## config.mk

```make
export PLATFORM = sky130hd
export DESIGN_NAME = mem_bus_arbiter_flat
export DESIGN_NICKNAME = d
export VERILOG_FILES = /design/src/rtl/mem_bus_arbiter_if.sv /design/src/rtl/mem_bus_arbiter.sv /design/src/flat_wrapper.sv
export SDC_FILE = /design/constraint.sdc
export NUM_CORES = 1
export LEC_CHECK = 0
export CORE_AREA = 5 5 188 190
export CTS_CLUSTER_DIAMETER = 120
export DETAILED_ROUTE_END_ITERATION = 12
export DIE_AREA = 0 0 193 195
export GPL_TIMING_DRIVEN = 0
export HOLD_SLACK_MARGIN = 0.02
export PLACE_DENSITY = 0.69
export SETUP_SLACK_MARGIN = 0.5
export SLEW_MARGIN = 20
export SYNTH_ARGS = -nofsm -noshare
export SYNTH_HDL_FRONTEND = slang
export SYNTH_SLANG_ARGS = --single-unit
```

## constraint.sdc

```tcl
create_clock -name clk -period 8.33 [get_ports clk]
set_input_delay 2.0825 -clock clk [delete_from_list [all_inputs] [get_ports clk]]
set_output_delay 2.0825 -clock clk [all_outputs]
set_load 0.02 [all_outputs]
```

## src/rtl/mem_bus_arbiter_if.sv

```systemverilog
// mem_bus_arbiter_if: fetch / load-store request channels, shared response and memory bus.
// master = arbiter view, slave = requesters/memory view.
`default_nettype none

interface mem_bus_arbiter_if #(
  parameter int ADDR_W = 64,
  parameter int DATA_W = 64,
  parameter int CNT_W  = 32
);
  logic              f_req_valid;
  logic              f_req_ready;
  logic [ADDR_W-1:0] f_req_addr;
  logic              f_resp_valid;
  logic              ls_req_valid;
  logic              ls_req_ready;
  logic              ls_req_write;
  logic [ADDR_W-1:0] ls_req_addr;
  logic [DATA_W-1:0] ls_req_wdata;
  logic              ls_resp_valid;
  logic [DATA_W-1:0] resp_data;
  logic              mem_req_valid;
  logic              mem_req_ready;
  logic              mem_req_write;
  logic [ADDR_W-1:0] mem_req_addr;
  logic [DATA_W-1:0] mem_req_wdata;
  logic              mem_resp_valid;
  logic [DATA_W-1:0] mem_resp_data;
  logic [CNT_W-1:0]  fetch_wait_cnt;

  modport master (
    input  f_req_valid, f_req_addr, ls_req_valid, ls_req_write, ls_req_addr, ls_req_wdata,
    input  mem_req_ready, mem_resp_valid, mem_resp_data,
    output f_req_ready, f_resp_valid, ls_req_ready, ls_resp_valid, resp_data,
    output mem_req_valid, mem_req_write, mem_req_addr, mem_req_wdata, fetch_wait_cnt
  );

  modport slave (
    output f_req_valid, f_req_addr, ls_req_valid, ls_req_write, ls_req_addr, ls_req_wdata,
    output mem_req_ready, mem_resp_valid, mem_resp_data,
    input  f_req_ready, f_resp_valid, ls_req_ready, ls_resp_valid, resp_data,
    input  mem_req_valid, mem_req_write, mem_req_addr, mem_req_wdata, fetch_wait_cnt
  );
endinterface

`default_nettype wire

```

## src/rtl/mem_bus_arbiter.sv

```systemverilog
// mem_bus_arbiter: two-requester (fetch, load/store) single-outstanding memory arbiter.
// Define MEM_ARB_FETCH_PRIORITY_EN for fixed fetch priority on ties; default is round-robin.
`default_nettype none

module mem_bus_arbiter #(
  parameter int ADDR_W = 64,
  parameter int DATA_W = 64,
  parameter int CNT_W  = 32
) (
  input  wire logic          clk,
  input  wire logic          reset,
  mem_bus_arbiter_if.master  bus
);

  typedef enum logic [1:0] {
    IDLE      = 2'd0,
    ISSUE     = 2'd1,
    WAIT_RESP = 2'd2
  } state_t;

  state_t            r_state;
  state_t            w_next_state;
  logic              r_owner_ls;
  logic              r_last_ls;
  logic              r_write;
  logic [ADDR_W-1:0] r_addr;
  logic [DATA_W-1:0] r_wdata;
  logic [DATA_W-1:0] r_resp_data;
  logic              r_f_resp_valid;
  logic              r_ls_resp_valid;
  logic [CNT_W-1:0]  r_fetch_wait_cnt;

  logic w_tie_f;
  logic w_grant_f;
  logic w_grant_ls;
  logic w_resp_take;

`ifdef MEM_ARB_FETCH_PRIORITY_EN
  assign w_tie_f = 1'b1;
`else
  // Fetch wins a tie only when load/store held the bus last.
  assign w_tie_f = r_last_ls;
`endif

  assign w_grant_f   = (r_state == IDLE) && bus.f_req_valid && (!bus.ls_req_valid || w_tie_f);
  assign w_grant_ls  = (r_state == IDLE) && bus.ls_req_valid && !w_grant_f;
  assign w_resp_take = (r_state == WAIT_RESP) && bus.mem_resp_valid;

  always_comb begin
    w_next_state = r_state;
    case (r_state)
      IDLE:      if (w_grant_f || w_grant_ls) w_next_state = ISSUE;
      ISSUE:     if (bus.mem_req_ready)       w_next_state = WAIT_RESP;
      WAIT_RESP: if (bus.mem_resp_valid)      w_next_state = IDLE;
      default:                                w_next_state = IDLE;
    endcase
  end

  always_ff @(posedge clk or posedge reset) begin
    if (reset) r_state <= IDLE;
    else       r_state <= w_next_state;
  end

  always_ff @(posedge clk or posedge reset) begin
    if (reset) begin
      r_owner_ls       <= 1'b0;
      r_last_ls        <= 1'b1;
      r_write          <= 1'b0;
      r_addr           <= '0;
      r_wdata          <= '0;
      r_resp_data      <= '0;
      r_f_resp_valid   <= 1'b0;
      r_ls_resp_valid  <= 1'b0;
      r_fetch_wait_cnt <= '0;
    end else begin
      r_f_resp_valid  <= 1'b0;
      r_ls_resp_valid <= 1'b0;
      if (w_grant_f) begin
        r_owner_ls <= 1'b0;
        r_write    <= 1'b0;
        r_addr     <= bus.f_req_addr;
        r_wdata    <= '0;
      end else if (w_grant_ls) begin
        r_owner_ls <= 1'b1;
        r_write    <= bus.ls_req_write;
        r_addr     <= bus.ls_req_addr;
        r_wdata    <= bus.ls_req_wdata;
      end
      if (w_resp_take) begin
        r_resp_data     <= bus.mem_resp_data;
        r_f_resp_valid  <= !r_owner_ls;
        r_ls_resp_valid <= r_owner_ls;
        r_last_ls       <= r_owner_ls;
      end
      if (bus.f_req_valid && !w_grant_f && (r_fetch_wait_cnt != {CNT_W{1'b1}}))
        r_fetch_wait_cnt <= r_fetch_wait_cnt + 1'b1;
    end
  end

  assign bus.f_req_ready    = w_grant_f;
  assign bus.ls_req_ready   = w_grant_ls;
  assign bus.f_resp_valid   = r_f_resp_valid;
  assign bus.ls_resp_valid  = r_ls_resp_valid;
  assign bus.resp_data      = r_resp_data;
  assign bus.mem_req_valid  = (r_state == ISSUE);
  assign bus.mem_req_write  = r_write;
  assign bus.mem_req_addr   = r_addr;
  assign bus.mem_req_wdata  = r_wdata;
  assign bus.fetch_wait_cnt = r_fetch_wait_cnt;

endmodule

`default_nettype wire

```

## src/flat_wrapper.sv

```systemverilog
// flat-port wrapper written by rule: the top's interface ports become plain ports
module mem_bus_arbiter_flat 
#(
  parameter int ADDR_W = 64,
  parameter int DATA_W = 64,
  parameter int CNT_W  = 32
)
  (clk, reset, bus_f_req_valid, bus_f_req_addr, bus_ls_req_valid, bus_ls_req_write, bus_ls_req_addr, bus_ls_req_wdata, bus_mem_req_ready, bus_mem_resp_valid, bus_mem_resp_data, bus_f_req_ready, bus_f_resp_valid, bus_ls_req_ready, bus_ls_resp_valid, bus_resp_data, bus_mem_req_valid, bus_mem_req_write, bus_mem_req_addr, bus_mem_req_wdata, bus_fetch_wait_cnt);
  mem_bus_arbiter_if #(.ADDR_W(ADDR_W), .DATA_W(DATA_W), .CNT_W(CNT_W)) bus_i ();
  input  wire logic clk;
  input  wire logic reset;
  input wire logic [$bits(bus_i.f_req_valid)-1:0] bus_f_req_valid;
  input wire logic [$bits(bus_i.f_req_addr)-1:0] bus_f_req_addr;
  input wire logic [$bits(bus_i.ls_req_valid)-1:0] bus_ls_req_valid;
  input wire logic [$bits(bus_i.ls_req_write)-1:0] bus_ls_req_write;
  input wire logic [$bits(bus_i.ls_req_addr)-1:0] bus_ls_req_addr;
  input wire logic [$bits(bus_i.ls_req_wdata)-1:0] bus_ls_req_wdata;
  input wire logic [$bits(bus_i.mem_req_ready)-1:0] bus_mem_req_ready;
  input wire logic [$bits(bus_i.mem_resp_valid)-1:0] bus_mem_resp_valid;
  input wire logic [$bits(bus_i.mem_resp_data)-1:0] bus_mem_resp_data;
  output wire logic [$bits(bus_i.f_req_ready)-1:0] bus_f_req_ready;
  output wire logic [$bits(bus_i.f_resp_valid)-1:0] bus_f_resp_valid;
  output wire logic [$bits(bus_i.ls_req_ready)-1:0] bus_ls_req_ready;
  output wire logic [$bits(bus_i.ls_resp_valid)-1:0] bus_ls_resp_valid;
  output wire logic [$bits(bus_i.resp_data)-1:0] bus_resp_data;
  output wire logic [$bits(bus_i.mem_req_valid)-1:0] bus_mem_req_valid;
  output wire logic [$bits(bus_i.mem_req_write)-1:0] bus_mem_req_write;
  output wire logic [$bits(bus_i.mem_req_addr)-1:0] bus_mem_req_addr;
  output wire logic [$bits(bus_i.mem_req_wdata)-1:0] bus_mem_req_wdata;
  output wire logic [$bits(bus_i.fetch_wait_cnt)-1:0] bus_fetch_wait_cnt;
  assign bus_i.f_req_valid = bus_f_req_valid;
  assign bus_i.f_req_addr = bus_f_req_addr;
  assign bus_i.ls_req_valid = bus_ls_req_valid;
  assign bus_i.ls_req_write = bus_ls_req_write;
  assign bus_i.ls_req_addr = bus_ls_req_addr;
  assign bus_i.ls_req_wdata = bus_ls_req_wdata;
  assign bus_i.mem_req_ready = bus_mem_req_ready;
  assign bus_i.mem_resp_valid = bus_mem_resp_valid;
  assign bus_i.mem_resp_data = bus_mem_resp_data;
  assign bus_f_req_ready = bus_i.f_req_ready;
  assign bus_f_resp_valid = bus_i.f_resp_valid;
  assign bus_ls_req_ready = bus_i.ls_req_ready;
  assign bus_ls_resp_valid = bus_i.ls_resp_valid;
  assign bus_resp_data = bus_i.resp_data;
  assign bus_mem_req_valid = bus_i.mem_req_valid;
  assign bus_mem_req_write = bus_i.mem_req_write;
  assign bus_mem_req_addr = bus_i.mem_req_addr;
  assign bus_mem_req_wdata = bus_i.mem_req_wdata;
  assign bus_fetch_wait_cnt = bus_i.fetch_wait_cnt;
  mem_bus_arbiter #(.ADDR_W(ADDR_W), .DATA_W(DATA_W), .CNT_W(CNT_W)) u_core (.clk(clk), .reset(reset), .bus(bus_i));
endmodule
```

Word-level counts from Yosys, hierarchy flattened
Cells that the tools add are included.
Widths: inputs -> output; s select.
{"block": "word_totals", "regBits": 231, "inputBits": 263, "output_inout_bits": 230, "word_cells": 46}
{"block": "op_classes", "add_sub_neg": 1, "n_eq_ne": 6, "n_mux": 14, "reduce_logical": 15}
{"op": "$mux 64", "n": 4}
{"op": "$add 32x1->32 const B", "n": 1}
{"op": "$ne 32x32->1 const B", "n": 1}
{"op": "$logic_and 1x1->1", "n": 7}
{"op": "$mux 1", "n": 6}
{"op": "$mux 2", "n": 3}
{"op": "$ne 2x2->1 const B", "n": 3}
{"op": "$pmux 2 s3", "n": 1}
{"op": "$logic_not 1->1", "n": 3}
{"op": "$reduce_and 3->1", "n": 1}
{"op": "$eq 2x1->1 const B", "n": 1}
{"op": "$eq 2x2->1 const B", "n": 1}
{"op": "$logic_not 2->1", "n": 1}
{"op": "$logic_or 1x1->1", "n": 2}
{"op": "$reduce_bool 2->1", "n": 1}

Depth between registers and ports, before layout
Gate-level depths: netlist of the first run.
{"block": "depth", "depth_word": 8, "ltp_mapped": 7, "ltp_nobuf": 6}

Worst setup path before layout of the first run
No wires, ideal clock.
{"block": "synth_path", "kind": "input port to output port", "startpoint": "in bus_ls_req_valid", "endpoint": "out bus_f_req_ready", "arrival_time_ns": 3.031, "setup_slack_ns": 3.217, "cell_stages": 4, "n_path_buf": 2, "cell_sequence": "nand2b_1 and3_1 clkbuf_1 buf_1"}
{"block": "synth_between", "elab_chain_cells": 3}
{"item": "start: declaration", "line_no": "flat_wrapper.sv:14", "text": "input wire logic [$bits(bus_i.ls_req_valid)-1:0] bus_ls_req_valid;"}
{"item": "$logic_not 1->1", "line_no": "mem_bus_arbiter.sv:45", "text": "assign w_grant_f = (r_state == IDLE) && bus.f_req_valid && (!bus.ls_req_valid || w_tie_f);"}
{"item": "$logic_or 1x1->1", "line_no": "mem_bus_arbiter.sv:45"}
{"item": "$logic_and 1x1->1", "line_no": "mem_bus_arbiter.sv:45"}
{"item": "end: declaration", "line_no": "flat_wrapper.sv:21", "text": "output wire logic [$bits(bus_i.f_req_ready)-1:0] bus_f_req_ready;"}
No other way between the ends.

Worst setup path after layout of the first run
{"block": "layout_path", "startpoint": "in bus_f_req_valid", "endpoint": "out bus_f_req_ready"}
{"block": "layout_between", "elab_chain_cells": 2}
{"item": "start: declaration", "line_no": "flat_wrapper.sv:12", "text": "input wire logic [$bits(bus_i.f_req_valid)-1:0] bus_f_req_valid;"}
{"item": "$logic_and 1x1->1 (2 in series)", "line_no": "mem_bus_arbiter.sv:45"}
No other way between the ends.

==> results.md, run 1 <==
* Status: finished, final reports clean
* Startpoint types: input port
* WL/cell at 19.93 microns
* Final slew viol count at 0
* Worst hold path type: flop to flop
* DRT antenna net count at 0
* Sum Neg Setup Slack at 0 ns
* First-pass GRT wire length at 52070 microns
* Clk buf depth at 3
* Grt ovf at 0
* Fin crit period at 6.743 ns
* # H-tree levels at 1
* Iter 0 DRT Violations at 229
* Main synth FF type: dfrtp_1
* Worst Tran Pin Value at 0.8406 ns
* Gr usage total at 17.43%
* Root buffer cell: clkbuf_16
* Mapped Area at 0.009316 sq mm
* Worst Path Required at 6.25 ns
* F_max at 0.1483 GHz
* CP endpoint kind: primary output
* Std cell rows at 67
* Vias in the first global route at 8799
* Nets@finish at 1519
* Total wire length at 34360 microns
* WHS at 0.4697 ns
* Syn Inst Count at 728
* Hold buffer count at cts at 0
* CP max FO at 10
* Num CTS Buffers at 26
* Port buffer count at 492
* Largest net degree at the start of global routing at 35
* Worst setup path category: input port to primary output
* Final setup vio count at 0
* Syn_nets at 992
* Clk Latency, worst-skew pair at 0.52 ns
* Pleak at 6.587 nW
* Initial antenna violation count at 3
* Mean Syn Cell Area at 12.80 sq um
* Worst Skew at 0.005036 ns
* Asr flop ratio synth at 100.0%
* Number of enable flip-flop cells after synthesis at 0
* Unrepaired setup endpoints after global routing: false
* Final Cycle Share at 80.95%
* Cell variety after synth at 43
* Cell Pwr Density at 362.4 mW/mm^2
* Post-CTS setup repair buffer count at 0
* Layout cells sized above 1 at 10.05%
* Post-DP HPWL at 27130 microns
* CTS tree: built
* GPL Wtd Cong at 0.8033
* YS warnings at 0
* Final Hold Vio Count at 0
* Power, Total at 5.736 mW
* Sequential share of the synthesized area at 62.06%
* Sink Count at 231
* Post-CTS sizing at 0
* Drt pass-1 iters at 4
* Core Region at 0.03328 sq mm
* Starting Density at 27.99%
* Area grow syn2layout at 69.92%
* Routed vias/inst at 4.601
* Die Y at 195 microns
* Max-Cap Viols at 0
* Count of state elements after synthesis at 231
* Register-to-register setup slack at 5.52 ns
* Clock-pin slew on the worst setup and hold paths at 0.06 ns
* DRC viols at 0
* Peak supply drop at 0.1948 mV
* Ports at 493
* Via count at 7932
* Worst rel slew slack at 43.96%
* Arr. time, crit path at 4.66 ns
* DIE AREA at 0.03764 sq mm
* Die width at 193 microns
## cell type report
| class | count | area [sq um] |
|---|---|---|
| Antenna cell | 2 | 5.005 |
| Buffer | 43 | 170.2 |
| Clock buffer | 36 | 769.5 |
| Clock inverter | 11 | 110.1 |
| Fill cell | 3019 | 17450 |
| Inverter | 6 | 26.28 |
| Multi-Input combinational cell | 448 | 3342 |
| Sequential cell | 231 | 5782 |
| Tap cell | 448 | 560.5 |
| Timing Repair Buffer | 499 | 5065 |
## registers in the layout (all words and copies together) (netlist names)
signal / flops
u_core.bus.mem_req_wdata: 64
u_core.bus.fetch_wait_cnt: 32
u_core.r_last_ls: 1
u_core.r_state: 2
u_core.bus.ls_resp_valid: 1
u_core.bus.mem_req_addr: 64
u_core.bus.resp_data: 64
u_core.bus.mem_req_write: 1
u_core.r_owner_ls: 1
u_core.bus.f_resp_valid: 1
## Yosys cell counts (2+ instances only)
cell        n  share of area, %
inv_1       6              0.24
nor2_1     15              0.60
mux2i_1    64               6.9
clkbuf_1   27               1.1
buf_1      14              0.56
and4_1      2              0.19
mux2_2     65               7.9
nand3_1     5              0.27
xor2_1     20               1.9
nand2_1    78               3.1
nand4_1     8              0.54
and3_1      3              0.20
a21o_1      2              0.16
o21ai_0    65               3.5
or2_2       3              0.20
a22o_1     66               6.2
nand2b_1    3              0.20
xnor2_1     9              0.85
nand3b_1    2              0.16
nor4_1      7              0.47
or4_1       2              0.16
dfrtp_1   230                62
nor3_1     12              0.64
## critical path, cell delays in order
cell             delay [ns]
clkdlybuf4s50_1        0.56
and3_1                 0.30
clkbuf_1               0.53
buf_1                  0.45
clkdlybuf4s50_1        0.72
## cell usage in the layout, fill, tap and decap left out, drive strengths merged, types with 3 or more instances in the layout
cell type and instances:
buf 23, or2 3, nand3 5, mux2i 64, or4 3, clkbuf 63, nand2 78, mux2 66
clkdlybuf4s50 492, nor4 8, and3 3, dfrtp 230, nand4 8, clkinvlp 4, inv 9, nor3 12
nand2b 3, o21ai 65, nor2 15, xor2 20, a22o 66, xnor2 9, clkinv 3
## final timing paths
check	from	end	depth (start not counted)
max	bus_f_req_valid	bus_f_req_ready	5
min	u_core.r_owner_ls	u_core.bus.f_resp_valid	1
max reg2reg	u_core.r_last_ls	u_core.bus.mem_req_addr[17]	7
min reg2reg	u_core.r_owner_ls	u_core.bus.f_resp_valid	1
max in group asynchronous	reset	u_core.bus.mem_req_addr[49]	4
min in group asynchronous	reset	u_core.bus.resp_data[29]	2
## through the flow
stage / setup WS (ns) / instances / area (sq um) / utilization (%)
6_report: 1.587 / 1724 / 15830 / 47.57
3_5_place_dp: 1.448 / 1675 / 14950 / 44.91
4_1_cts: 1.434 / 1722 / 15830 / 47.55
2_1_floorplan: 3.217 / 728 / 9320 / -
5_1_grt: 1.301 / 1724 / 15830 / 47.57
3_3_place_gp: 1.329 / 1668 / 14810 / 44.49
## metal layers
layer / GRT usage (%) / up-vias / share of wire, %
met4: 5.481 / 0 / 2.9
met1: 19.43 / 3833 / 37
met2: 31.06 / 373 / 50
met5: 0 / - / 0
li1: - / 3666 / -
met3: 6.089 / 60 / 10
## cells by family (layout without fill, tap and decap cells)
family / Yosys count / count (layout) / share of synthesized area (%)
flops: 231 / 231 / 62.06
simple gates: 147 / 147 / 7.521
compound gates: 141 / 141 / 10.60
mux: 130 / 130 / 14.89
buf+inv: 49 / 595 / 2.068
xor+xnor: 29 / 29 / 2.726
fa+ha+maj: 1 / 1 / 0.1343
other cells: 0 / 2 / 0
## where the power goes
group | leakage (nW) | internal (mW) | switching (mW) | total [mW]
logic | 3.27 | 1.33 | 1.35 | 2.68
registers | 2.90 | 1.60 | 0.287 | 1.89
clock network | 0.424 | 0.683 | 0.485 | 1.17
Note: power is estimated with default switching activity, not from simulation.
==> run 2, diff against run 1 <==
==> constraint.sdc (replaced) <==
create_clock -name clk -period 6.2 [get_ports clk]
set_input_delay 1.55 -clock clk [delete_from_list [all_inputs] [get_ports clk]]
set_output_delay 1.55 -clock clk [all_outputs]
set_load 0.02 [all_outputs]
==> results.md, run 2 (synthesis results as in run 1) <==
* First-pass GRT wire length at 52070 microns (unchanged)
* Worst min-delay path startpoint: u_core.r_owner_ls (unchanged)
* Worst Skew at 0.006125 ns (was 0.005036 ns)
* # H-tree levels at 1 (unchanged)
* Sw Ratio at 36.96% (about the same)
* Via count at 7938 (was 7932)
* Grt ovf at 0 (unchanged)
* Metal2 WL at 17200 microns (about the same)
* Register-to-register setup slack at 3.54 ns (was 5.52 ns)
* Die width at 193 microns (unchanged)
* Layout cells sized above 1 at 10.13% (was 10.05%)
* DRT met1 WL at 12640 microns (about the same)
* DP Area at 0.01495 sq mm (unchanged)
* Final Cycle Share at 88.09%
* Post-CTS sizing at 1 (was 0)
* Worst Tran Pin Value at 0.8406 ns (about the same)
* # fillers at 3019 (unchanged)
* DRC viols at 0 (unchanged)
* Most frequent cells in the layout: 492 x clkdlybuf4s50_1, 230 x dfrtp_1, 78 x nand2_1 (unchanged)
* Ports at 493 (unchanged)
* Routed wl met3 at 3514 microns (was 3516 microns)
* Startpoint types: input port (unchanged)
* Nets@finish at 1519 (unchanged)
* Worst hold path type: flop to flop (unchanged)
* Initial antenna violation count at 3 (unchanged)
* Area grow syn2layout at 69.93% (was 69.92%)
* GPL Wtd Cong at 0.8033 (unchanged)
* Root buffer cell: clkbuf_16 (unchanged)
* Design area at 0.01583 sq mm (about the same)
* Switching pwr at 2.849 mW (was 2.120 mW)
* Clock group share of total power at 20.4% (about the same)
* Peak supply drop at 0.2617 mV (was 0.1948 mV)
* Arr. time, crit path at 3.91 ns (was 4.66 ns)
* Gr usage total at 17.43% (unchanged)
* Clock-pin slew on the worst setup and hold paths at 0.06 ns (about the same)
* Routed vias/inst at 4.604 (was 4.601)
* Pleak at 6.590 nW (was 6.587 nW)
* F_max at 0.1831 GHz
* Clk Latency, worst-skew pair at 0.52 ns (about the same)
* CP max FO at 10 (unchanged)
* Top Metal Used: met4 (unchanged)
* Sink Count at 231 (unchanged)
* Vias in the first global route at 8799 (unchanged)
* Sequential power share at 32.9% (about the same)
* Worst r2r src: u_core.r_last_ls (unchanged)
* Unrepaired setup endpoints after global routing: false (unchanged)
* Largest net degree at the start of global routing at 35 (unchanged)
* Clk buf depth at 3 (unchanged)
* Std cell rows at 67 (unchanged)
* Worst rel slew slack at 43.96% (about the same)
* DRT antenna net count at 0 (unchanged)
* WL/cell at 19.93 microns (about the same)
* Worst setup path category: input port to primary output (unchanged)
* Cell Pwr Density at 486.8 mW/mm^2 (was 362.4 mW/mm^2)
* Commonest non-fill, non-tap cell in the layout: clkdlybuf4s50_1 (unchanged)
* Multi-input logic area at 0.003342 sq mm (unchanged)
* Hold buffer count at cts at 0 (unchanged)
* Post-DP HPWL at 27130 microns (unchanged)
* Post-CTS setup repair buffer count at 0 (unchanged)
* CTS tree: built (unchanged)
* Status: finished, final reports clean (unchanged)
* Worst Hold Path Cells at 1 (unchanged)
* Comb pwr share at 46.7% (about the same)
* Hold Path Sink: u_core.bus.f_resp_valid (unchanged)
* Drt pass-1 iters at 4 (unchanged)
* Max-Cap Viols at 0 (unchanged)
* Final setup vio count at 0 (unchanged)
* CP endpoint kind: primary output (unchanged)
* Num CTS Buffers at 26 (unchanged)
* Power, Total at 7.708 mW (was 5.736 mW)
* Fin crit period at 5.461 ns
* Reg-to-reg endpoint: u_core.r_state[0] (was u_core.bus.mem_req_addr[17])
* Port buffer count at 492 (unchanged)
* Reg area at 0.005782 sq mm (unchanged)
* Iter 0 DRT Violations at 232 (was 229)
* Reg2reg path depth at 7 (unchanged)
* Starting Density at 27.99% (unchanged)
* Final slew viol count at 0 (unchanged)
* Core Region at 0.03328 sq mm (unchanged)
* Total wire length at 34370 microns (was 34360 microns)
* DIE AREA at 0.03764 sq mm (unchanged)
* Pint at 4.858 mW (was 3.616 mW)
* Worst Path Required at 4.65 ns (was 6.25 ns)
* Final Hold Vio Count at 0 (unchanged)
* Die Y at 195 microns (unchanged)
-- run 2: how the worst max path moves through the flow --
stage / start / to / slack [ns] / cells past startpoint
2_1_floorplan: reset / u_core.bus.f_resp_valid / 1.63 / 1
3_3_place_gp: reset / u_core.bus.mem_req_wdata[41] / -0.27 / 2
3_5_place_dp: bus_f_req_valid / bus_f_req_ready / 0.38 / 5
4_1_cts: bus_f_req_valid / bus_f_req_ready / 0.64 / 5
5_1_grt: bus_ls_req_valid / bus_f_req_ready / 0.50 / 6
6_report: bus_f_req_valid / bus_f_req_ready / 0.74 / 5
-- run 2: final cells by class --
class	instances	area share, %
plain buffers	43	1.083
well taps	448	3.541
multi-input cells	448	21.11
repair buffers	499	31.99
flip-flops and latches	231	36.52
clock buffers	36	4.861
clock inverters	11	0.6955
inverters	6	0.1660
diodes	2	0.03161
-- run 2: layer usage --
metal,vias up,GRT usage [%]
li1,3666,-
met1,3838,19.43
met2,373,31.06
met3,61,6.089
met4,0,5.481
met5,-,0
-- run 2: metrics by stage --
stage | worst slack [ns] | utilization [%] | hold WS [ns] | instances | setup TNS [ns]
after global routing | 0.5044 | 47.57 | 0.4972 | 1724 | 0
final | 0.7387 | 47.57 | 0.4697 | 1724 | 0
after detailed placement | 0.3830 | 44.91 | 0.4564 | 1675 | 0
after global placement | -0.2688 | 44.49 | 0.4568 | 1668 | -54.86
after floorplan | 1.629 | - | 0.4263 | 728 | 0
after CTS | 0.6357 | 47.55 | 0.4675 | 1722 | 0
-- run 2: critical path: stages --
cell	delay, ns
clkdlybuf4s50_1	0.56
and3_1	0.31
clkbuf_2	0.32
buf_1	0.43
clkdlybuf4s50_1	0.72
-- run 2: power by group through the flow --
stage | clock [mW] | sequential, mW | combinational [mW]
CTS | 1.62 | 2.54 | 3.66
global placement | 0 | 2.53 | 3.59
floorplan | 0 | 3.26 | 1.01
detailed placement | 0 | 2.54 | 3.65
finish | 1.57 | 2.54 | 3.60
global route | 1.68 | 2.62 | 3.84
